==> src/rtl/data_memory_interface_pkg.sv <==
// Shared types and defaults for the data-memory bus adapter that sits behind
// the single-cycle datapath.
package data_memory_interface_pkg;

  typedef enum logic [1:0] {
    ST_IDLE = 2'b00,
    ST_REQ  = 2'b01,
    ST_DONE = 2'b10
  } state_t;

  localparam int          DEFAULT_ADDR_WIDTH  = 16;
  localparam int          DEFAULT_TIMEOUT     = 255;
  localparam logic [31:0] DEFAULT_ERR_PATTERN = 32'hDEADBEEF;
  localparam int          CNT_WIDTH           = 16;

  function automatic logic word_aligned(input logic [1:0] byte_offset);
    return (byte_offset == 2'b00);
  endfunction

endpackage

==> src/rtl/data_memory_interface_if.sv <==
// Variable-latency data-memory bus: registered request side from the adapter,
// one-cycle ack with read data from memory.
interface data_memory_interface_if
  import data_memory_interface_pkg::*;
#(
  parameter int ADDR_WIDTH = DEFAULT_ADDR_WIDTH
) ();

  logic                  bus_req;
  logic                  bus_we;
  logic [ADDR_WIDTH-1:0] bus_addr;
  logic [31:0]           bus_wdata;
  logic [31:0]           bus_rdata;
  logic                  bus_ack;

  modport master (
    output bus_req,
    output bus_we,
    output bus_addr,
    output bus_wdata,
    input  bus_rdata,
    input  bus_ack
  );

  modport slave (
    input  bus_req,
    input  bus_we,
    input  bus_addr,
    input  bus_wdata,
    output bus_rdata,
    output bus_ack
  );

endinterface

==> src/rtl/data_memory_interface_timeout_counter.sv <==
// Saturating wait counter for the REQ phase; terminal flags the cycle in which
// the count reaches TIMEOUT.
module data_memory_interface_timeout_counter
  import data_memory_interface_pkg::*;
#(
  parameter int TIMEOUT = DEFAULT_TIMEOUT
) (
  input  logic clk,
  input  logic reset,
  input  logic clear,
  input  logic enable,
  output logic terminal
);

  localparam logic [CNT_WIDTH-1:0] LIMIT = CNT_WIDTH'(TIMEOUT);
  localparam logic [CNT_WIDTH-1:0] LAST  = CNT_WIDTH'(TIMEOUT - 1);
  localparam logic [CNT_WIDTH-1:0] ONE   = {{(CNT_WIDTH-1){1'b0}}, 1'b1};

  logic [CNT_WIDTH-1:0] count_r;

  // Count REQ cycles, holding at LIMIT so a long wait never wraps.
  always_ff @(posedge clk or negedge reset) begin
    if (!reset) begin
      count_r <= {CNT_WIDTH{1'b0}};
    end else if (clear) begin
      count_r <= {CNT_WIDTH{1'b0}};
    end else if (enable && (count_r < LIMIT)) begin
      count_r <= count_r + ONE;
    end else begin
      count_r <= count_r;
    end
  end

  // This cycle's increment is the one that reaches TIMEOUT.
  assign terminal = enable & (count_r >= LAST);

endmodule

==> src/rtl/data_memory_interface.sv <==
// Turns single-cycle load/store strobes into a req/ack bus transaction and
// stalls the core until it completes, times out, or is rejected as misaligned.
module data_memory_interface
  import data_memory_interface_pkg::*;
#(
  parameter int          ADDR_WIDTH  = DEFAULT_ADDR_WIDTH,
  parameter int          TIMEOUT     = DEFAULT_TIMEOUT,
  parameter logic [31:0] ERR_PATTERN = DEFAULT_ERR_PATTERN
) (
  input  logic                    clk,
  input  logic                    reset,
  input  logic                    memread,
  input  logic                    memwrite,
  input  logic [31:0]             addr,
  input  logic [31:0]             writedata,
  output logic [31:0]             readdata,
  output logic                    stall,
  output logic                    misaligned,
  output logic                    bus_error,
  data_memory_interface_if.master bus
);

  state_t                state_r;
  state_t                state_s;
  logic                  bus_req_r;
  logic                  bus_req_s;
  logic                  bus_we_r;
  logic                  bus_we_s;
  logic [ADDR_WIDTH-1:0] bus_addr_r;
  logic [ADDR_WIDTH-1:0] bus_addr_s;
  logic [31:0]           bus_wdata_r;
  logic [31:0]           bus_wdata_s;
  logic [31:0]           capture_r;
  logic [31:0]           capture_s;
  logic                  bus_error_r;
  logic                  bus_error_s;
  logic                  cnt_clear_s;
  logic                  cnt_enable_s;
  logic                  cnt_terminal_s;
  logic                  access_s;
  logic                  aligned_s;
  logic                  stall_s;
  logic                  misaligned_s;
  logic [31:0]           readdata_s;
  logic                  unused_addr_s;

  assign access_s      = memread | memwrite;
  assign aligned_s     = word_aligned(addr[1:0]);
  assign unused_addr_s = ^addr[31:ADDR_WIDTH+2];

  data_memory_interface_timeout_counter #(
    .TIMEOUT (TIMEOUT)
  ) u_timeout_counter (
    .clk      (clk),
    .reset    (reset),
    .clear    (cnt_clear_s),
    .enable   (cnt_enable_s),
    .terminal (cnt_terminal_s)
  );

  // Next-state, next bus request and core-facing handshake.
  always_comb begin
    state_s      = state_r;
    bus_req_s    = bus_req_r;
    bus_we_s     = bus_we_r;
    bus_addr_s   = bus_addr_r;
    bus_wdata_s  = bus_wdata_r;
    capture_s    = capture_r;
    bus_error_s  = bus_error_r;
    cnt_clear_s  = 1'b0;
    cnt_enable_s = 1'b0;
    stall_s      = 1'b0;
    misaligned_s = 1'b0;
    readdata_s   = 32'h0000_0000;

    case (state_r)
      ST_IDLE: begin
        if (access_s && aligned_s) begin
          stall_s     = 1'b1;
          bus_req_s   = 1'b1;
          bus_we_s    = memwrite;
          bus_addr_s  = addr[ADDR_WIDTH+1:2];
          bus_wdata_s = writedata;
          capture_s   = 32'h0000_0000;
          cnt_clear_s = 1'b1;
          state_s     = ST_REQ;
        end else if (access_s) begin
          misaligned_s = 1'b1;
          state_s      = ST_IDLE;
        end else begin
          state_s = ST_IDLE;
        end
      end

      ST_REQ: begin
        stall_s      = 1'b1;
        cnt_enable_s = 1'b1;
        // An ack in the terminal-count cycle still counts as a clean completion.
        if (bus.bus_ack) begin
          bus_req_s = 1'b0;
          bus_we_s  = 1'b0;
          capture_s = bus_we_r ? 32'h0000_0000 : bus.bus_rdata;
          state_s   = ST_DONE;
        end else if (cnt_terminal_s) begin
          bus_req_s   = 1'b0;
          bus_we_s    = 1'b0;
          bus_error_s = 1'b1;
          capture_s   = bus_we_r ? 32'h0000_0000 : ERR_PATTERN;
          state_s     = ST_DONE;
        end else begin
          state_s = ST_REQ;
        end
      end

      ST_DONE: begin
        readdata_s = capture_r;
        state_s    = ST_IDLE;
      end

      default: begin
        bus_req_s = 1'b0;
        bus_we_s  = 1'b0;
        state_s   = ST_IDLE;
      end
    endcase
  end

  // State, bus request, capture and sticky error registers.
  always_ff @(posedge clk or negedge reset) begin
    if (!reset) begin
      state_r     <= ST_IDLE;
      bus_req_r   <= 1'b0;
      bus_we_r    <= 1'b0;
      bus_addr_r  <= {ADDR_WIDTH{1'b0}};
      bus_wdata_r <= 32'h0000_0000;
      capture_r   <= 32'h0000_0000;
      bus_error_r <= 1'b0;
    end else begin
      state_r     <= state_s;
      bus_req_r   <= bus_req_s;
      bus_we_r    <= bus_we_s;
      bus_addr_r  <= bus_addr_s;
      bus_wdata_r <= bus_wdata_s;
      capture_r   <= capture_s;
      bus_error_r <= bus_error_s;
    end
  end

  // The core may still present an access while reset is held; keep it unstalled.
  assign stall         = stall_s & reset;
  assign misaligned    = misaligned_s & reset;
  assign readdata      = readdata_s;
  assign bus_error     = bus_error_r;
  assign bus.bus_req   = bus_req_r;
  assign bus.bus_we    = bus_we_r;
  assign bus.bus_addr  = bus_addr_r;
  assign bus.bus_wdata = bus_wdata_r;

endmodule
==> src/flat_wrapper.sv <==
// flat-port wrapper written by rule: the top's interface ports become plain ports
module data_memory_interface_flat import data_memory_interface_pkg::*;
#(
  parameter int          ADDR_WIDTH  = DEFAULT_ADDR_WIDTH,
  parameter int          TIMEOUT     = DEFAULT_TIMEOUT,
  parameter logic [31:0] ERR_PATTERN = DEFAULT_ERR_PATTERN
)
  (clk, reset, memread, memwrite, addr, writedata, readdata, stall, misaligned, bus_error, bus_bus_req, bus_bus_we, bus_bus_addr, bus_bus_wdata, bus_bus_rdata, bus_bus_ack);
  data_memory_interface_if #(.ADDR_WIDTH(ADDR_WIDTH)) bus_i ();
  input  logic clk;
  input  logic reset;
  input  logic memread;
  input  logic memwrite;
  input  logic [31:0] addr;
  input  logic [31:0] writedata;
  output logic [31:0] readdata;
  output logic stall;
  output logic misaligned;
  output logic bus_error;
  output wire logic [$bits(bus_i.bus_req)-1:0] bus_bus_req;
  output wire logic [$bits(bus_i.bus_we)-1:0] bus_bus_we;
  output wire logic [$bits(bus_i.bus_addr)-1:0] bus_bus_addr;
  output wire logic [$bits(bus_i.bus_wdata)-1:0] bus_bus_wdata;
  input wire logic [$bits(bus_i.bus_rdata)-1:0] bus_bus_rdata;
  input wire logic [$bits(bus_i.bus_ack)-1:0] bus_bus_ack;
  assign bus_bus_req = bus_i.bus_req;
  assign bus_bus_we = bus_i.bus_we;
  assign bus_bus_addr = bus_i.bus_addr;
  assign bus_bus_wdata = bus_i.bus_wdata;
  assign bus_i.bus_rdata = bus_bus_rdata;
  assign bus_i.bus_ack = bus_bus_ack;
  data_memory_interface #(.ADDR_WIDTH(ADDR_WIDTH), .TIMEOUT(TIMEOUT), .ERR_PATTERN(ERR_PATTERN)) u_core (.clk(clk), .reset(reset), .memread(memread), .memwrite(memwrite), .addr(addr), .writedata(writedata), .readdata(readdata), .stall(stall), .misaligned(misaligned), .bus_error(bus_error), .bus(bus_i));
endmodule
==> config.mk <==
export PLATFORM = sky130hd
export DESIGN_NAME = data_memory_interface_flat
export DESIGN_NICKNAME = d
export VERILOG_FILES = /design/src/rtl/data_memory_interface_pkg.sv /design/src/rtl/data_memory_interface_if.sv /design/src/rtl/data_memory_interface_timeout_counter.sv /design/src/rtl/data_memory_interface.sv /design/src/flat_wrapper.sv
export SDC_FILE = /design/constraint.sdc
export NUM_CORES = 1
export LEC_CHECK = 0
export ABC_AREA = 1
export BUFFER_PORTS_ARGS = -buffer_cell sky130_fd_sc_hd__buf_4
export CAP_MARGIN = 40
export CORE_MARGIN = 3
export CORE_UTILIZATION = 39
export CTS_CLUSTER_SIZE = 30
export DETAILED_ROUTE_END_ITERATION = 7
export PLACE_DENSITY_LB_ADDON = 0.1
export SLEW_MARGIN = 20
export SYNTH_ARGS = -nofsm -noshare
export SYNTH_HDL_FRONTEND = slang
export SYNTH_SLANG_ARGS = --single-unit
==> constraint.sdc <==
create_clock -name clk -period 1.45 [get_ports clk]
set_input_delay 0.2175 -clock clk [delete_from_list [all_inputs] [get_ports clk]]
set_output_delay 0.2175 -clock clk [all_outputs]
set_load 0.02 [all_outputs]
# Yosys cells after proc, flatten, opt, wreduce, memory -nomap -nowiden
# Cells that the tools add are included.
# totals
regBits	101
latchBits	0
ram_bits	0
mem_bits_ro	0
memories	0
out_inout_bits	85
# op_classes
addsub	1
shifts	0
n_mux	26
reduce_logical	10
magnitude_cmp	2
mul	0
n_eq_ne	4
div	0
n_bitwise	6
# op_table
cell	count
32-bit 2-to-1 mux	6
32-bit one-hot mux with 2 select lines	1
16-bit 2-to-1 mux	2
16-bit by 1-bit adder with 16-bit output (second input constant)	1
16-bit by 8-bit greater-or-equal comparator with 1-bit output (second input constant)	1
16-bit by 8-bit less-than comparator with 1-bit output (second input constant)	1
1-bit 2-to-1 mux	11
3-bit AND reduction	3
1-bit one-hot mux with 3 select lines	2
2-bit zero test	2
2-bit 2-to-1 mux	2
2-bit one-hot mux with 2 select lines	1
2-bit nonzero test	2
1-bit bitwise AND	3
3-bit by 2-bit inequality test with 1-bit output (second input constant)	1
2-bit by 1-bit == test with 1-bit output (second input constant)	1
2-bit == test (second input constant)	1
1-bit logical AND	2
2-bit by 1-bit inequality test with 1-bit output (second input constant)	1
1-bit NOT	2
1-bit one-hot mux with 2 select lines	1
2-bit AND reduction	1
1-bit OR	1

# Depth between registers and ports, before layout
# logic_depth
ltp_word	6
depth_mapped	10
mapped_depth_nobuf	9

# Hierarchy
# Synthesis repeated with hierarchy kept, for this count alone.
# unflattened
hier_cells	575
area_unflattened_um2	4545.6
# modules_own_cells
mod	area_each_um2	n_inst	cells_per_inst
data_memory_interface	3677.3	1	462
data_memory_interface_timeout_counter	868.3	1	113

# Worst setup path after synthesis
# No wires, ideal clock.
# synth_timing
path_type	register -> output
start	register u_core.state_r[1]
end	output stall
required_time_ps	1233
setup_slack_ps	-192
arrival_time_ps	1424
stages_incl_launch_ff	5
path_buffers	1
cell_sequence	dfrtp_1 -> nor2_1 -> nand3_2 -> clkbuf_1 -> a21boi_0
# synth_via
elab_chain_len	3
elab_cells_between_ends	4
cone_classes	eq/ne (1); mux (1); bitwise (1); reduce/logical (1)
# synth_lines
item	line_no	rtl
start: declaration	data_memory_interface.sv:23	state_t state_r;
start signal: assignment	data_memory_interface.sv:139	state_r <= state_s;
2-bit by 1-bit == test with 1-bit output / 2-bit zero test (equally long branches)	data_memory_interface.sv:76	case (state_r)
1-bit one-hot mux with 2 select lines (*)	data_memory_interface.sv:76	
1-bit bitwise AND (*)	data_memory_interface.sv:150	assign stall = stall_s & reset;
end: declaration	flat_wrapper.sv:17	output logic stall;
# Mark *: on every way between the ends. The rest lies on a longest branch, timed or not.

# Worst setup path in the final report
# layout_timing
start	register u_core.u_timeout_counter.count_r[0]
end	register u_core.capture_r[15]
# layout_via
elab_chain_len	4
# layout_lines
item	line_no	rtl
start: declaration	data_memory_interface_timeout_counter.sv:19	logic [CNT_WIDTH-1:0] count_r;
start signal: assignment	data_memory_interface_timeout_counter.sv:24	count_r <= {CNT_WIDTH{1'b0}};
start signal: assignment	data_memory_interface_timeout_counter.sv:26	count_r <= {CNT_WIDTH{1'b0}};
start signal: assignment	data_memory_interface_timeout_counter.sv:28	count_r <= count_r + ONE;
16-bit by 8-bit greater-or-equal comparator with 1-bit output	data_memory_interface_timeout_counter.sv:35	assign terminal = enable & (count_r >= LAST);
1-bit bitwise AND	data_memory_interface_timeout_counter.sv:35	
3-bit by 2-bit inequality test with 1-bit output (no line)	n/a	
3-bit AND reduction (no line)	n/a	
end signal: assignment	data_memory_interface.sv:144	capture_r <= capture_s;
end: declaration	data_memory_interface.sv:33	logic [31:0] capture_r;
# No other way between the ends.
# A chain may end at the register's enable or synchronous reset.

==> impl_results.md <==
* Final ANT Viol Nets at 0
* GR Layer Usage met2 at around a third
* Final worst-path cycle share at 115%
* Hold Vio Cnt, Final at 0
* Worst-path clk slew at around 0.070 ns
* Top Usage Layer GRT: met2
* Slew @ Worst Pin at around 0.65 ns
* Syn. warnings at 0
* Post-layout net count at 911
* Hold Crit Class: input port to asynchronous set/reset pin
* Cts bufs inserted at 9
* Critical Path Slowest Stage Cell: dfrtp_1
* Die area at between 0.01 and 0.015 mm^2
* Area of the multi-input gates at 0.00226 mm^2
* Fin crit period at about 1.7 ns
* Die height at 116 um
* Post-Route WL at roughly 14 mm
* Met3 usage at ~6.2%
* Crit path DAT at between 1.5 and 2 ns
* Per-cell routed wire length at 15.1 um
* Max-slew headroom at between 50 and 60%
* Vias/cell at just under 5
* Number of flops mapped to enable cells by yosys at 0
* Crit Path Category: flop to flop
* Total Routing Usage GR at between 20% and 30%
* H-tree Lvls at 3
* Worst VDD drop at 0.719 mV
* CTS tree: built
* Max frequency at approximately 600 MHz
* Post-Syn Nets at 702
* Critical-path cell list: inv_1, ha_2, nor2_2, nor2_1, nand2_1, buf_6, nand4_1, buf_6, clkbuf_16, nand3_2, nand2_2
* Crit path max fanout at 6
* PortBufs at 171
* Initial DRC Count at just over 300
* Clk root buf: clkbuf_16
* Top area cells in the synthesized netlist: dfrtp_1 (54%), nand2_1 (18%), nand3_1 (8.1%), nor2_1 (7.8%), inv_1 (3.7%)
* Clk_lat worst skew at roughly 0.34 ns
* First-pass GRT wire length at around 21 mm
* Area leader, netlist: dfrtp_1
* Pre-antenna DRT Iters at 4
* Die width at 116 um
* Register area at between 0.002 and 0.003 mm^2
* Starting Density at roughly two fifths
* Initial antenna violation count at 0
* Placer Congestion at approximately 0.8
* CP Launch Type: flop
* R2R cell count at 11
* Most frequent cell after synthesis: nand2_1
* Setup TNS at -9.29 ns
* CP dominant cell by count: buf_6
* Diodes inserted at 0
* CP endpoint kind: flop
* Worst flop-to-flop path endpoint: u_core.capture_r[15]
* Io pins at 186
* Critical Path RT at around 1.7 ns
* Violated checks: negative setup slack
* Largest net degree at the start of global routing at 52
* LEAKAGE at between 4 and 5 nW
* Clock Sinks at between 100 and 150
* Synthesized instance count at between 500 and 600
* Async SR Flop Fraction at 100%
* Synth top cells by count: nand2_1 (222), dfrtp_1 (101), nor2_1 (98)
* Status: complete, but fails checks
* Clock skew after layout at between 0.004 and 0.005 ns
* Hold_ws at roughly 0.0014 ns
* # Max-Cap Violations at 0
* Sequential cell area fraction in the yosys report at between 50% and 60%
* Detailed placer's ending HPWL at around 8.6 mm
* Main synth FF type: dfrtp_1
* Post-synth top area share at approximately 54%
* Row count at 39
* Setup repair after global routing missed its margin: true
* Post-Syn Area at between 0.004 and 0.005 mm^2
* # fillers at between 900 and 1000
* Cell variety after synth at 24
* Residual DRC at 0
* Worst R2R Setup Slack at -0.21 ns
* Number of global-route vias before repair at about 4300
* Slowest stage delay, CP at approximately 0.38 ns
* Via count at between 4000 and 5000
* Synthesis-to-finish area growth at 61.8%
* Power per cell area at roughly 1300 mW/mm^2
* Avg Synthesized Cell Area at a little under 8 um^2
* Setup violations, final at about 110
* Met1 usage at approximately a quarter
* Seq cells post-synth at about 100
* Pins over their slew limit at 0
* Setup crit start: u_core.u_timeout_counter.count_r[0]
* Core area at 0.0116 mm^2
* Share of layout cells above drive strength 1 at 43.8%
* Longest Clk Path Bufs at 2
* GR Overflow Total at 0
* R2R Path Start: u_core.u_timeout_counter.count_r[0]
* Worst setup margin at -0.211 ns
-- report_power, final --
part,internal (mW),switching (mW)
sequential,3.44,0.426
combinational,1.49,1.79
clock,1.44,1.04
total,6.36,3.25
-- worst max-delay path, delay by kind of cell (launching register included) --
family / cells / cell delay [ns]
buffers and inverters: 4 / 0.53
and+or+nand+nor: 6 / 0.53
DFF: 1 / 0.38
adders and majority gates: 1 / 0.16
-- routing by layer --
metal	part of all wire, %	up-vias
met5	0	-
met4	2.3	0
met3	8.2	29
met2	49	184
met1	41	2160
li1	-	2251
-- worst max-delay path by stage --
| stage | endpoint | depth (start not counted) |
|---|---|---|
| after floorplan | u_core.capture_r[10] | 9 |
| after global placement | u_core.capture_r[9] | 6 |
| after detailed placement | u_core.capture_r[6] | 6 |
| after CTS | stall | 5 |
| after global routing | u_core.capture_r[15] | 11 |
| final | u_core.capture_r[15] | 11 |
-- layout by cell type, fill, tap and decap left out, drive strengths merged --
cell,netlist,routed
a21boi,1,1
a21o,1,1
buf,19,225
bufbuf,0,1
bufinv,0,1
clkbuf,13,16
clkinv,2,3
clkinvlp,0,1
dfrtp,101,101
dlygate4sd3,0,1
ha,2,2
inv,49,49
nand2,222,222
nand3,77,77
nand4,1,1
nor2,101,101
nor3,1,1
o21ai,3,3
or2,1,1
xnor2,2,2
xor2,3,3
-- layout make-up --
cell class | instances | area share [%]
clock buffers | 13 | 3.42
clock inverters | 3 | 0.575
inverters | 51 | 2.56
multi-input cells | 415 | 29.7
flip-flops and latches | 101 | 33.2
well taps | 143 | 2.35
repair buffers | 230 | 28.2
-- cells by family after synthesis --
| logic type | Yosys count | share of synthesized area, % |
|---|---|---|
| AO/OA/AOI/OAI | 5 | 0.638 |
| XOR/XNOR | 5 | 0.931 |
| adder cells (fa/ha/maj) | 2 | 0.532 |
| buffers and inverters | 83 | 9.41 |
| flip-flops | 101 | 53.7 |
| AND/OR/NAND/NOR | 403 | 34.8 |
-- through the flow --
step / area [um^2] / utilization, % / instances / setup slack (ns) / power (mW)
after floorplan: 4710 / - / 599 / 0.00403 / 5.29
after global placement: 6190 / 53.3 / 909 / -0.0180 / 6.42
after detailed placement: 6190 / 53.3 / 909 / -0.0428 / 6.49
after CTS: 7080 / 61.0 / 943 / -0.190 / 9.38
after global routing: 7620 / 65.6 / 956 / -0.294 / 10.2
final: 7620 / 65.6 / 956 / -0.211 / 9.61
-- what timing repair did --
action,in CTS,in global routing
setup endpoints to repair,67,126
hold buffers,1,0
buffers inserted,12,8
cloned,5,5
resized for setup,89,89
endpoints found under the hold margin,10,0
pin swaps,23,29
-- sequential cells by signal, summed over array words and instances, names as in the netlist --
| register | flops |
|---|---|
| u_core.bus.bus_addr | 16 |
| u_core.bus.bus_req | 1 |
| u_core.bus.bus_wdata | 32 |
| u_core.bus.bus_we | 1 |
| u_core.bus_error | 1 |
| u_core.capture_r | 32 |
| u_core.state_r | 2 |
| u_core.u_timeout_counter.count_r | 16 |
No activity file was read; power rests on OpenSTA's default activity.
